===== config.mk =====
export PLATFORM = sky130hd
export DESIGN_NAME = store_buffer_flat
export DESIGN_NICKNAME = d
export VERILOG_FILES = /design/src/rtl/store_pkg.sv /design/src/rtl/store_buffer_if.sv /design/src/rtl/store_lane_align.sv /design/src/rtl/store_buffer.sv /design/src/flat_wrapper.sv
export SDC_FILE = /design/constraint.sdc
export NUM_CORES = 1
export LEC_CHECK = 0
export ABC_AREA = 1
export CAP_MARGIN = 10
export CELL_PAD_IN_SITES_DETAIL_PLACEMENT = 2
export CELL_PAD_IN_SITES_GLOBAL_PLACEMENT = 2
export CORE_AREA = 8 8 213 215
export DETAILED_ROUTE_END_ITERATION = 6
export DIE_AREA = 0 0 221 223
export PLACE_DENSITY = 0.77
export SETUP_SLACK_MARGIN = 0.4
export SLEW_MARGIN = 5
export SYNTH_ARGS = -nofsm -noshare
export SYNTH_HDL_FRONTEND = slang
export SYNTH_SLANG_ARGS = --single-unit

===== constraint.sdc =====
create_clock -name clk -period 3.9 [get_ports clk]
set_input_delay 0.78 -clock clk [delete_from_list [all_inputs] [get_ports clk]]
set_output_delay 0.78 -clock clk [all_outputs]
set_load 0.005 [all_outputs]

===== src/rtl/store_pkg.sv =====
// rtl/store_pkg.sv - shared encodings and entry layout for the store buffer
//
// Purpose : store size encodings, byte-strobe patterns and the packed
//           store entry type shared by the buffer and the lane aligner.
// Ports   : none (package)

package store_pkg;

  localparam logic [1:0] STORE_SIZE_BYTE = 2'd0;
  localparam logic [1:0] STORE_SIZE_HALF = 2'd1;
  localparam logic [1:0] STORE_SIZE_WORD = 2'd2;

  // Strobe patterns for lane 0; byte and half patterns are shifted into place.
  localparam logic [3:0] STRB_NONE = 4'b0000;
  localparam logic [3:0] STRB_BYTE = 4'b0001;
  localparam logic [3:0] STRB_HALF = 4'b0011;
  localparam logic [3:0] STRB_WORD = 4'b1111;

  typedef struct packed {
    logic [31:0] addr;
    logic [31:0] val;
    logic [1:0]  size;
  } store_entry_t;

  // Two addresses touch the same memory word when their word indices match.
  function automatic logic same_word(input logic [31:0] a, input logic [31:0] b);
    return a[31:2] == b[31:2];
  endfunction

endpackage


===== src/rtl/store_buffer_if.sv =====
// rtl/store_buffer_if.sv - data-memory write port between store buffer and memory
//
// Purpose : groups the req/ack write handshake and its payload.
// Ports   : mem_req   - write presented (store buffer -> memory)
//           mem_addr  - word-aligned byte address
//           mem_wdata - lane-replicated write data
//           mem_wstrb - byte enables
//           mem_ack   - write accepted (memory -> store buffer)
// Modports: master = store buffer side, slave = memory side.

interface store_buffer_if;

  logic        mem_req;
  logic [31:0] mem_addr;
  logic [31:0] mem_wdata;
  logic [3:0]  mem_wstrb;
  logic        mem_ack;

  modport master (
    output mem_req,
    output mem_addr,
    output mem_wdata,
    output mem_wstrb,
    input  mem_ack
  );

  modport slave (
    input  mem_req,
    input  mem_addr,
    input  mem_wdata,
    input  mem_wstrb,
    output mem_ack
  );

endinterface


===== src/rtl/store_lane_align.sv =====
// rtl/store_lane_align.sv - places right-aligned store data onto byte lanes
//
// Purpose : combinational strobe/data generation for a 32-bit write port.
// Ports   : addr_lo[1:0] - low address bits selecting the lane
//           size[1:0]    - store size encoding (byte/half/word, 3 reserved)
//           val[31:0]    - right-aligned store data
//           wdata[31:0]  - data replicated across all lanes
//           wstrb[3:0]   - byte enables for the addressed lanes

module store_lane_align
  import store_pkg::*;
(
  input  logic [1:0]  addr_lo,
  input  logic [1:0]  size,
  input  logic [31:0] val,
  output logic [31:0] wdata,
  output logic [3:0]  wstrb
);

  // Data is replicated rather than shifted so the strobes alone pick the lanes.
  always_comb begin
    wstrb = STRB_NONE;
    wdata = val;
    case (size)
      STORE_SIZE_BYTE: begin
        wstrb = STRB_BYTE << addr_lo;
        wdata = {4{val[7:0]}};
      end
      STORE_SIZE_HALF: begin
        // addr_lo[0] is ignored: misaligned halves never reach this point.
        wstrb = STRB_HALF << {addr_lo[1], 1'b0};
        wdata = {2{val[15:0]}};
      end
      STORE_SIZE_WORD: begin
        wstrb = STRB_WORD;
        wdata = val;
      end
      default: begin
        // Reserved size: no lanes enabled, entry still drains.
        wstrb = STRB_NONE;
        wdata = val;
      end
    endcase
  end

endmodule


===== src/rtl/store_buffer.sv =====
// rtl/store_buffer.sv - FIFO of committed stores draining to the data-memory port
//
// Purpose : buffers committed stores, drains the head entry through a
//           req/ack write port, flags loads that hit a pending store word.
// Ports   : clk             - system clock
//           reset           - asynchronous active-low reset
//           store_addr/val/size, store_push - enqueue request from execute
//           storefifo_full  - backpressure to execute (count == DEPTH)
//           empty           - nothing pending
//           mem             - write port (store_buffer_if.master)
//           load_check_addr - address of an in-flight load
//           load_conflict   - a pending store covers the same 32-bit word
// DEPTH must be a power of two and at least 2 so pointers wrap naturally.

module store_buffer
  import store_pkg::*;
#(
  parameter int DEPTH = 4
) (
  input  logic                 clk,
  input  logic                 reset,
  input  logic [31:0]          store_addr,
  input  logic [31:0]          store_val,
  input  logic [1:0]           store_size,
  input  logic                 store_push,
  output logic                 storefifo_full,
  output logic                 empty,
  store_buffer_if.master       mem,
  input  logic [31:0]          load_check_addr,
  output logic                 load_conflict
);

  localparam int PW = $clog2(DEPTH);

  store_entry_t  entries [DEPTH];
  logic [PW-1:0] head;
  logic [PW-1:0] tail;
  logic [PW:0]   count;

  logic          push_ok;
  logic          pop;
  store_entry_t  head_entry;

  assign storefifo_full = (count == (PW+1)'(DEPTH));
  assign empty          = (count == '0);

  // A full buffer rejects pushes even when the head pops in the same cycle.
  assign push_ok = store_push && !storefifo_full;
  assign pop     = mem.mem_req && mem.mem_ack;

  always_ff @(posedge clk or negedge reset) begin
    if (!reset) begin
      head  <= '0;
      tail  <= '0;
      count <= '0;
    end else begin
      if (push_ok) tail <= tail + 1'b1;
      if (pop)     head <= head + 1'b1;
      case ({push_ok, pop})
        2'b10:   count <= count + 1'b1;
        2'b01:   count <= count - 1'b1;
        default: count <= count;
      endcase
    end
  end

  // Entry payload needs no reset: validity is tracked purely by head/count.
  always_ff @(posedge clk) begin
    if (push_ok) begin
      entries[tail] <= store_entry_t'{addr: store_addr, val: store_val, size: store_size};
    end
  end

  assign head_entry   = entries[head];
  assign mem.mem_req  = !empty;
  assign mem.mem_addr = {head_entry.addr[31:2], 2'b00};

  store_lane_align u_lane_align (
    .addr_lo (head_entry.addr[1:0]),
    .size    (head_entry.size),
    .val     (head_entry.val),
    .wdata   (mem.mem_wdata),
    .wstrb   (mem.mem_wstrb)
  );

  // Slot i is live when its distance past head is below count; this also
  // covers the head entry while its write is still outstanding.
  always_comb begin
    load_conflict = 1'b0;
    for (int i = 0; i < DEPTH; i++) begin
      if (({1'b0, PW'(PW'(i) - head)} < count) &&
          same_word(entries[i].addr, load_check_addr)) begin
        load_conflict = 1'b1;
      end
    end
  end

endmodule


===== src/flat_wrapper.sv =====
// flat-port wrapper written by rule: the top's interface ports become plain ports
module store_buffer_flat import store_pkg::*;
#(
  parameter int DEPTH = 4
)
  (clk, reset, store_addr, store_val, store_size, store_push, storefifo_full, empty, load_check_addr, load_conflict, mem_mem_req, mem_mem_addr, mem_mem_wdata, mem_mem_wstrb, mem_mem_ack);
  store_buffer_if mem_i ();
  input  logic clk;
  input  logic reset;
  input  logic [31:0] store_addr;
  input  logic [31:0] store_val;
  input  logic [1:0] store_size;
  input  logic store_push;
  output logic storefifo_full;
  output logic empty;
  input  logic [31:0] load_check_addr;
  output logic load_conflict;
  output wire logic [$bits(mem_i.mem_req)-1:0] mem_mem_req;
  output wire logic [$bits(mem_i.mem_addr)-1:0] mem_mem_addr;
  output wire logic [$bits(mem_i.mem_wdata)-1:0] mem_mem_wdata;
  output wire logic [$bits(mem_i.mem_wstrb)-1:0] mem_mem_wstrb;
  input wire logic [$bits(mem_i.mem_ack)-1:0] mem_mem_ack;
  assign mem_mem_req = mem_i.mem_req;
  assign mem_mem_addr = mem_i.mem_addr;
  assign mem_mem_wdata = mem_i.mem_wdata;
  assign mem_mem_wstrb = mem_i.mem_wstrb;
  assign mem_i.mem_ack = mem_mem_ack;
  store_buffer #(.DEPTH(DEPTH)) u_core (.clk(clk), .reset(reset), .store_addr(store_addr), .store_val(store_val), .store_size(store_size), .store_push(store_push), .storefifo_full(storefifo_full), .empty(empty), .mem(mem_i), .load_check_addr(load_check_addr), .load_conflict(load_conflict));
endmodule

==> results of run 1 <==
==> metal layers <==
layer | GRT usage, % | vias to the layer above
met5 | 0 | -
met1 | 20.2 | 4839
li1 | - | 4386
met2 | 31.2 | 263
met3 | 4.15 | 97
met4 | 5.73 | 16
==> worst max path at each step <==
stage                   startpoint                    to  slack, ps  cells after the start
6_report            u_core.head[0]      mem_mem_wstrb[2]        390                     11
3_3_place_gp   load_check_addr[14]         load_conflict        160                     12
2_1_floorplan           store_push  u_core.entries[0][0]       -340                      2
5_1_grt             u_core.head[0]      mem_mem_wstrb[2]        270                     11
3_5_place_dp   load_check_addr[14]         load_conflict        130                     12
4_1_cts             u_core.head[0]     mem_mem_wdata[19]        320                     10
==> power by group <==
group | total, W | switching [W] | leakage (nW) | internal [W]
sequential | 0.00411 | 0.000255 | 2.50 | 0.00385
clock | 0.00312 | 0.00121 | 0.542 | 0.00191
combinational | 0.00592 | 0.00346 | 3.53 | 0.00246
==> stage by stage <==
stage / utilization, % / std cells / cell area [um2] / setup TNS, ps / setup slack [ps]
final: 38.6 / 1939 / 16300 / 0 / 391
after global routing: 38.6 / 1938 / 16300 / 0 / 268
after CTS: 38.1 / 1932 / 16100 / 0 / 318
after detailed placement: 35.0 / 1858 / 14800 / 0 / 127
after global placement: 35.0 / 1858 / 14800 / 0 / 156
after floorplan: - / 1158 / 12400 / -89320 / -338
==> final cells by class <==
cell class | count | area (um2) | area share (%)
Timing Repair Buffer | 216 | 2190 | 13.4
Inverter | 116 | 449 | 2.75
Sequential cell | 271 | 8110 | 49.6
Antenna cell | 1 | 2.50 | 0.0153
Multi-Input combinational cell | 730 | 3800 | 23.3
Clock buffer | 41 | 941 | 5.76
Clock inverter | 18 | 159 | 0.973
Tap cell | 546 | 683 | 4.18
==> what timing repair did <==
action | in CTS | in global routing
endpoints found under the setup margin | 61 | 37
cloned | 0 | 2
pin swaps | 6 | 5
gates resized for setup | 50 | 37
buffers inserted | 15 | 4
==> placed cells by master (no fill, tap or decap), types with 7 or more instances in the layout <==
cell type,count
nor2_1,76
clkdlybuf4s50_1,129
xor2_1,22
nand3_1,102
edfxtp_1,264
a21oi_1,7
ha_1,9
buf_4,36
o221ai_1,15
dlygate4sd2_1,20
dlymetal6s2s_1,19
xnor2_1,26
clkbuf_16,39
a22oi_1,60
buf_12,7
clkinv_1,7
o211ai_1,10
clkinv_2,7
nand2_1,342
o21ai_0,15
inv_1,109
==> cell families (layout without fill, tap and decap cells) <==
family / Yosys count / after routing / synth area share [%]
DFF: 271 / 271 / 65.2
adders and majority gates: 10 / 10 / 1.07
AOI/OAI and AO/OA: 112 / 112 / 6.45
and+or+nand+nor: 558 / 558 / 18.5
other: 1 / 3 / 0.0302
xor gates and xnor gates: 48 / 48 / 3.38
buffers and inverters: 157 / 391 / 5.38
==> registers in the layout (all words and copies together) (netlist names) <==
register        count
u_core.count        3
u_core.tail         2
u_core.entries    264
u_core.head         2
==> critical path, delay by kind of cell, from the launching register on <==
| family | cells | cell delay, ps |
|---|---|---|
| AO/OA/AOI/OAI | 1 | 230 |
| buffers and inverters | 4 | 920 |
| AND/OR/NAND/NOR | 6 | 580 |
| flip-flops | 1 | 470 |
==> results.cfg, run 1 <==
[logic_synthesis]
yosysMostFrequentCell = nand2_1
ys_seq_area_share_pct = 65.2
synthTopCellsByArea = edfxtp_1, nand2_1, nand3_1, a22oi_1, inv_1
async_flop_share_pct = 2.58
synth_cell_types = 37
syn_area_per_cell_um2 = 10.7
synth-edff-count = 264
synth_top_flop_cell = edfxtp_1
synthTopCellsByCount = nand2_1, edfxtp_1, inv_1
synth_area_mm2 = 0.0124
yosysWarnings = 0
ys_seq_elements = 271
yosys.area.top_type = edfxtp_1
synth_top_area_share_pct = 63.7
netlist_instances = 1157

[cells_and_area]
nFillCells = 4447
synthToLayoutAreaGrowth_pct = 31.3
drive_gt1_share_pct = 10.1
final_nets = 1481

[floorplanning]
die-area_mm2 = 0.0493
core.rowCount = 76
pin_count = 174
start_util_pct = 29.4
dieWidth_um = 221
die-height_um = 223
core_area_mm2 = 0.0423

[power]
fin_total_pwr_w = 0.0131
ir_drop_uv = 503
p_leak_nw = 6.57
p_per_area_mw_per_mm2 = 805

[worst_setup_path]
crit_path_cell_trace = buf_12 -> nand2_2 -> inv_4 -> buf_12 -> nand2_1 -> nand2_1 -> a211oi_4 -> nand2b_4 -> nand2_1 -> nand2_1 -> clkdlybuf4s50_1
worstPathMaxFanout = 17
r2r_cells = 10
reg2reg_from = u_core.count[1]
cpPeakStageDelay_ps = 520
critPathArrivalTime_ps = 2730
startpoint_type = flip-flop
cp-end-kind = output port
reg2reg_setup_slack_ps = 1600
cp_common_cell = nand2_1
cp_data_required_time_ps = 3120
slowest_stage = clkdlybuf4s50_1
critPathKind = flip-flop to output port
rr_endpoint = u_core.count[2]

[routing]
avgViaCountPerCell = 4.95
post-route-drc-count = 0
wl_met2_mm = 22.7
drt-initial-drc-count = 408
ant_nets = 0
dr.pass1.iters = 4
wl_per_cell_um = 22.9
m1WireLength_mm = 18.0
vias = 9601
topRoutingLayerUsed = met5
met3_wirelength_mm = 2.43
drt_wl_total_mm = 44.5

[cts]
cts_tree = built
cts-root-buf = clkbuf_16
clkTransAtPathRegs_ps = 60
clockBufferDepth = 3
cts_hold_buf = 0
numCtsBuffers = 34
htree_levels = 2
clock-sinks = 271
clock_latency_ps = 520

[worst_hold_path]
hold_path_class = flip-flop to flip-flop
worstHoldEndpoint = u_core.count[1]
hold_depth = 2
hp-start = u_core.count[1]

[global_routing]
gr-usage-all-layers_pct = 17.4
grt_pass1_vias = 10976
grt_pass1_wl_mm = 66.1
grt_max_degree = 37
grt_antenna_before_repair = 9
grt.overflow.total = 0

[job]
max_cap_viol_count = 0

[timing]
finClkSkew_ps = 20.3
drv_slew = 0
slew_headroom_pct = 59.7
fin_crit_ps = 3510
setup_viol = 0
tightestPinTransition_ps = 604
fin_crit_sh_pct = 90.0
rsz0062_at_grt = true
finalHoldViolations = 0
fmax_mhz = 285
timing.hold.ws_ps = 516

[placed_design]
place_hpwl_mm = 29.6
place.port_buffers = 169
place.gp.congestion = 0.820

[status]
outcome = finished, final reports clean
Note: power is estimated with default switching activity, not from simulation.
==> run 2: changes to the inputs <==
--- a/config.mk
+++ b/config.mk
@@ -9,12 +9,13 @@
 export CAP_MARGIN = 10
 export CELL_PAD_IN_SITES_DETAIL_PLACEMENT = 2
 export CELL_PAD_IN_SITES_GLOBAL_PLACEMENT = 2
-export CORE_AREA = 8 8 213 215
+export CORE_AREA = 2 2 207 209
 export DETAILED_ROUTE_END_ITERATION = 6
-export DIE_AREA = 0 0 221 223
+export DIE_AREA = 0 0 209 211
 export PLACE_DENSITY = 0.77
 export SETUP_SLACK_MARGIN = 0.4
 export SLEW_MARGIN = 5
 export SYNTH_ARGS = -nofsm -noshare
 export SYNTH_HDL_FRONTEND = slang
 export SYNTH_SLANG_ARGS = --single-unit
+export TNS_END_PERCENT = 1
==> run 2 against run 1 <==
Effect of this change:
- clock skew shrank 0.97 ps
- critical path depth is 2 higher
- sequential share of layout area up 0.71 points
- design area shrank 1.4%
- final cell count fell by 0.72%
- critical endpoint is now mem_mem_wdata[25]
- highest routed layer unchanged
==> results.cfg, run 2 (synthesis gave the netlist of run 1 again) <==
[cts]
cts-root-buf = clkbuf_16
htree_levels = 2
clock_latency_ps = 520
cts_hold_buf = 0
cts_tree = built
clock-sinks = 271
clkTransAtPathRegs_ps = 60
clockBufferDepth = 3
numCtsBuffers = 35

[timing]
rsz0062_at_grt = true
finalHoldViolations = 0
fmax_mhz = 279
tightestPinTransition_ps = 788
setup_viol = 0
drv_slew = 0
slew_headroom_pct = 47.5
fin_crit_ps = 3580
fin_crit_sh_pct = 91.8
timing.hold.ws_ps = 488
finClkSkew_ps = 19.4
finalWorstSetupSlack_ps = 321

[placed_design]
pre_cts_ws_ps = 105
place_hpwl_mm = 28.3
place.gp.congestion = 0.803
dpl.cell_count = 1851
place.port_buffers = 169

[floorplanning]
core_area_mm2 = 0.0418
die-area_mm2 = 0.0441
pin_count = 174
start_util_pct = 29.8
dieWidth_um = 209
die-height_um = 211
core.rowCount = 75

[routing]
drt_wl_total_mm = 42.9
ant_nets = 0
dr.pass1.iters = 5
wl_per_cell_um = 22.3
post-route-drc-count = 0
vias = 9501
drt-initial-drc-count = 492
avgViaCountPerCell = 4.94

[global_routing]
grt_max_degree = 45
gr-usage-all-layers_pct = 19.3
grt.overflow.total = 0
grt_antenna_before_repair = 7
grt_pass1_wl_mm = 63.8
grt_pass1_vias = 10637

[worst_setup_path]
cp_data_required_time_ps = 3120
cp_num_buf_inv = 6
reg2reg_setup_slack_ps = 1620
critPathArrivalTime_ps = 2800
critPathTopFamily = buffers and inverters
slowest_stage = clkdlybuf4s50_1
cp_common_cell = nand2_2
critPathKind = flip-flop to output port
cp-end-kind = output port
worstPathMaxFanout = 8
cpPeakStageDelay_ps = 520
startpoint_type = flip-flop
crit_path_cell_trace = buf_12 -> inv_2 -> nand2_2 -> inv_4 -> nand2_2 -> nand2_2 -> nor3_4 -> buf_12 -> buf_4 -> nor2_4 -> nand2_1 -> nand3_1 -> clkdlybuf4s50_1

[power]
p_per_area_mw_per_mm2 = 801
p_leak_nw = 6.25
fin_total_pwr_w = 0.0129
ir_drop_uv = 557

[cells_and_area]
final_common_cell = nand2_1
reg_top3 = u_core.entries (264), u_core.count (3)
drive_gt1_share_pct = 8.39
final_nets = 1470
postLayoutCoreUtil_pct = 38.6
synthToLayoutAreaGrowth_pct = 29.5
largest_reg_flops = 264
final_cell_mix = nand2_1, edfxtp_1, clkdlybuf4s50_1, inv_1, nand3_1
top_register = u_core.entries
nFillCells = 4397
finalNonFillerCells = 1925

[status]
outcome = finished, final reports clean

[job]
max_cap_viol_count = 0

[worst_hold_path]
hold_path_class = flip-flop to flip-flop
[run 2: changes by cell type in the layout (fill, tap and decap cells not counted), sizes merged]
cell / change
diode: +2
clkinv: -4
clkdlybuf4s50: +22
buf: -11
bufinv: +1
dlymetal6s2s: -18
clkbuf: +3
clkinvlp: -2
dlygate4sd2: -3
inv: +3
[run 2: metal layers]
layer  part of all wire, %  routed length [um]  track usage [%]  up-vias
met4                   2.5                1090             6.01        8
met2                    50               21600             34.6      246
met3                   5.5                2340             4.34       70
met1                    42               17800             23.1     4811
li1                      -                   -                -     4366
met5                  0.11                  49                0        -
[run 2: what timing repair did]
action                     CTS  global route
cloned                       0             1
resized for setup           41             4
buffers inserted             8             0
pin swaps                    5             1
setup endpoints to repair   59            54
[run 2: per-stage QoR]
stage,TNS [ps],cell area (um2)
2_1_floorplan,-89320,12400
3_3_place_gp,0,14800
3_5_place_dp,0,14800
4_1_cts,0,16100
5_1_grt,0,16100
6_report,0,16100
[run 2: path summary, 6_finish.rpt]
| path | start | endpoint | cells after the start |
|---|---|---|---|
| worst min-delay path | u_core.count[1] | u_core.count[1] | 2 |
| min in group asynchronous | reset | u_core.count[2] | 1 |
| worst min register to register | u_core.count[1] | u_core.count[1] | 2 |
| max in group asynchronous | reset | u_core.head[1] | 1 |
| worst max-delay path | u_core.head[1] | mem_mem_wdata[25] | 13 |
| worst max register to register | u_core.count[1] | u_core.count[2] | 10 |
[run 2: worst min-delay path: stages, from the launching register on]
cell,delay [ps]
dfrtp_1,340
nand2_1,50
o21ai_0,60
[run 2: layout make-up]
cell class | instances | area [um2] | share of cell area [%]
sequential | 271 | 8110 | 50.3
multi-input combinational | 730 | 3750 | 23.3
timing repair buffer | 204 | 2020 | 12.6
clock buffer | 46 | 917 | 5.70
tap | 539 | 674 | 4.19
inverter | 116 | 443 | 2.75
clock inverter | 16 | 181 | 1.13
antenna | 3 | 7.51 | 0.0466
[run 2: where the power goes]
group | switching (W) | internal, W
sequential | 0.000249 | 0.00386
combinational | 0.00329 | 0.00237
clock | 0.00121 | 0.00192
==> run 3: changes to the inputs <==
--- a/config.mk
+++ b/config.mk
@@ -12,7 +12,7 @@
 export CORE_AREA = 2 2 207 209
 export DETAILED_ROUTE_END_ITERATION = 6
 export DIE_AREA = 0 0 209 211
-export PLACE_DENSITY = 0.77
+export PLACE_DENSITY = 0.68
 export SETUP_SLACK_MARGIN = 0.4
 export SLEW_MARGIN = 5
 export SYNTH_ARGS = -nofsm -noshare
==> run 3 against run 2 <==
Effect of this change:
- via count down 0.84%
- clock skew down 9.3 ps
- highest routed layer unchanged
- largest power group unchanged
- first-iteration DRC count down 13%
- final cell count up 0.42%
- critical endpoint is now mem_mem_wdata[31]
- die area unchanged
==> results.cfg, run 3 (synthesis gave the netlist of run 1 again) <==
[status]
outcome = finished, final reports clean

[cells_and_area]
top_register = u_core.entries
final_nets = 1482
drive_gt1_share_pct = 9.35
synthToLayoutAreaGrowth_pct = 30.6
largest_reg_flops = 264
final_cell_mix = nand2_1, edfxtp_1, clkdlybuf4s50_1, inv_1, nand3_1
final_area_mm2 = 0.0162
reg_top3 = u_core.entries (264), u_core.count (3)
final_common_cell = nand2_1
finalNonFillerCells = 1933

[timing]
fin_crit_sh_pct = 91.3
slew_headroom_pct = 25.2
tightestPinTransition_ps = 1110
finalHoldViolations = 0
rsz0062_at_grt = true
fin_crit_ps = 3560
fmax_mhz = 281
drv_slew = 0
finalWorstSetupSlack_ps = 340
finClkSkew_ps = 10.0
timing.hold.ws_ps = 494
setup_viol = 0

[floorplanning]
start_util_pct = 29.8
core_area_mm2 = 0.0418
pin_count = 174
die-height_um = 211
die-area_mm2 = 0.0441
core.rowCount = 75
dieWidth_um = 209

[global_routing]
grt_antenna_before_repair = 7
grt_pass1_vias = 10661
grt_pass1_wl_mm = 65.2
grt.busiest_layer = met2
use_met1_pct = 24.3
use_met2_pct = 36.6
grt.overflow.total = 0
gr-usage-all-layers_pct = 19.8
grt_use_met3_pct = 3.42
grt_max_degree = 53

[worst_setup_path]
slowest_stage = dfrtp_4
critPathArrivalTime_ps = 2780
cp-end-kind = output port
critPathTopFamily = buffers and inverters
startpoint_type = flip-flop
cp_common_cell = nand3_1
cp_num_buf_inv = 3
worstPathMaxFanout = 27
cp_data_required_time_ps = 3120
reg2reg_setup_slack_ps = 1010
crit_path_cell_trace = nor2_4 -> buf_4 -> buf_12 -> a22oi_1 -> nand3_1 -> nand3_1 -> nand3_1 -> clkdlybuf4s50_1
critPathKind = flip-flop to output port
cpPeakStageDelay_ps = 540

[power]
p_leak_nw = 6.31
p_per_area_mw_per_mm2 = 803
fin_total_pwr_w = 0.0130
ir_drop_uv = 512

[placed_design]
place.port_buffers = 169
pre_cts_ws_ps = 73.7
dpl.cell_count = 1856
place_hpwl_mm = 28.9
dpl-instance-area_mm2 = 0.0149
place.gp.congestion = 0.800

[routing]
drt_wl_total_mm = 44.0
drt-initial-drc-count = 429
post-route-drc-count = 0
avgViaCountPerCell = 4.87
dr.pass1.iters = 5
wl_per_cell_um = 22.7
ant_nets = 0
vias = 9421

[cts]
numCtsBuffers = 34
cts_hold_buf = 0
cts_tree = built
clkTransAtPathRegs_ps = 60
clockBufferDepth = 3
htree_levels = 2
cts-root-buf = clkbuf_16
clock_latency_ps = 520
clock-sinks = 271

[job]
max_cap_viol_count = 0

[worst_hold_path]
hold_path_class = flip-flop to flip-flop
-- run 3: changes by cell type in the layout (fill, tap and decap cells not counted), sizes merged --
cell	change
clkinv	+3
bufinv	-3
clkbuf	-2
clkdlybuf4s50	+8
bufbuf	+1
inv	-3
dlygate4sd2	-8
buf	+12
-- run 3: power by group --
group	internal (W)	switching, W	total [W]
sequential	0.00386	0.000258	0.00412
clock	0.00177	0.00122	0.00299
combinational	0.00255	0.00338	0.00592
-- run 3: per-layer routing --
| layer | share of wire, % | vias up |
|---|---|---|
| met5 | 0.066 | - |
| met4 | 1.6 | 4 |
| met3 | 4.3 | 53 |
| met2 | 51 | 215 |
| met1 | 43 | 4764 |
| li1 | - | 4385 |
-- run 3: final timing paths --
path | start | to | cells after the start
worst max-delay path | u_core.head[0] | mem_mem_wdata[31] | 8
worst min-delay path | u_core.count[1] | u_core.count[1] | 2
worst max register to register | u_core.count[1] | u_core.count[2] | 9
worst min register to register | u_core.count[1] | u_core.count[1] | 2
max in group asynchronous | reset | u_core.head[1] | 1
min in group asynchronous | reset | u_core.count[2] | 1
-- run 3: cell type report --
class | instances | area (um2)
repair buffers | 217 | 2200
well taps | 539 | 674
inverters | 116 | 445
diodes | 3 | 7.51
flip-flops and latches | 271 | 8110
multi-input cells | 730 | 3770
clock inverters | 13 | 81.3
fillers | 4426 | 25500
clock buffers | 44 | 952
-- run 3: tightest hold or removal path: cells and delay by family (launching register included) --
family	cells	cell delay, ps
flops	1	340
compound gates	1	70
simple gates	1	50
-- run 3: timing repair --
action,in CTS,in global routing
gates cloned,1,1
buffers inserted,11,4
pin swaps,2,2
endpoints found under the setup margin,66,53
gates resized for setup,26,19
-- run 3: metrics by stage --
stage	TNS (ps)	utilization, %
floorplan	-89320	-
global placement	0	35.7
detailed placement	0	35.7
CTS	0	38.5
global route	0	38.9
finish	0	38.9
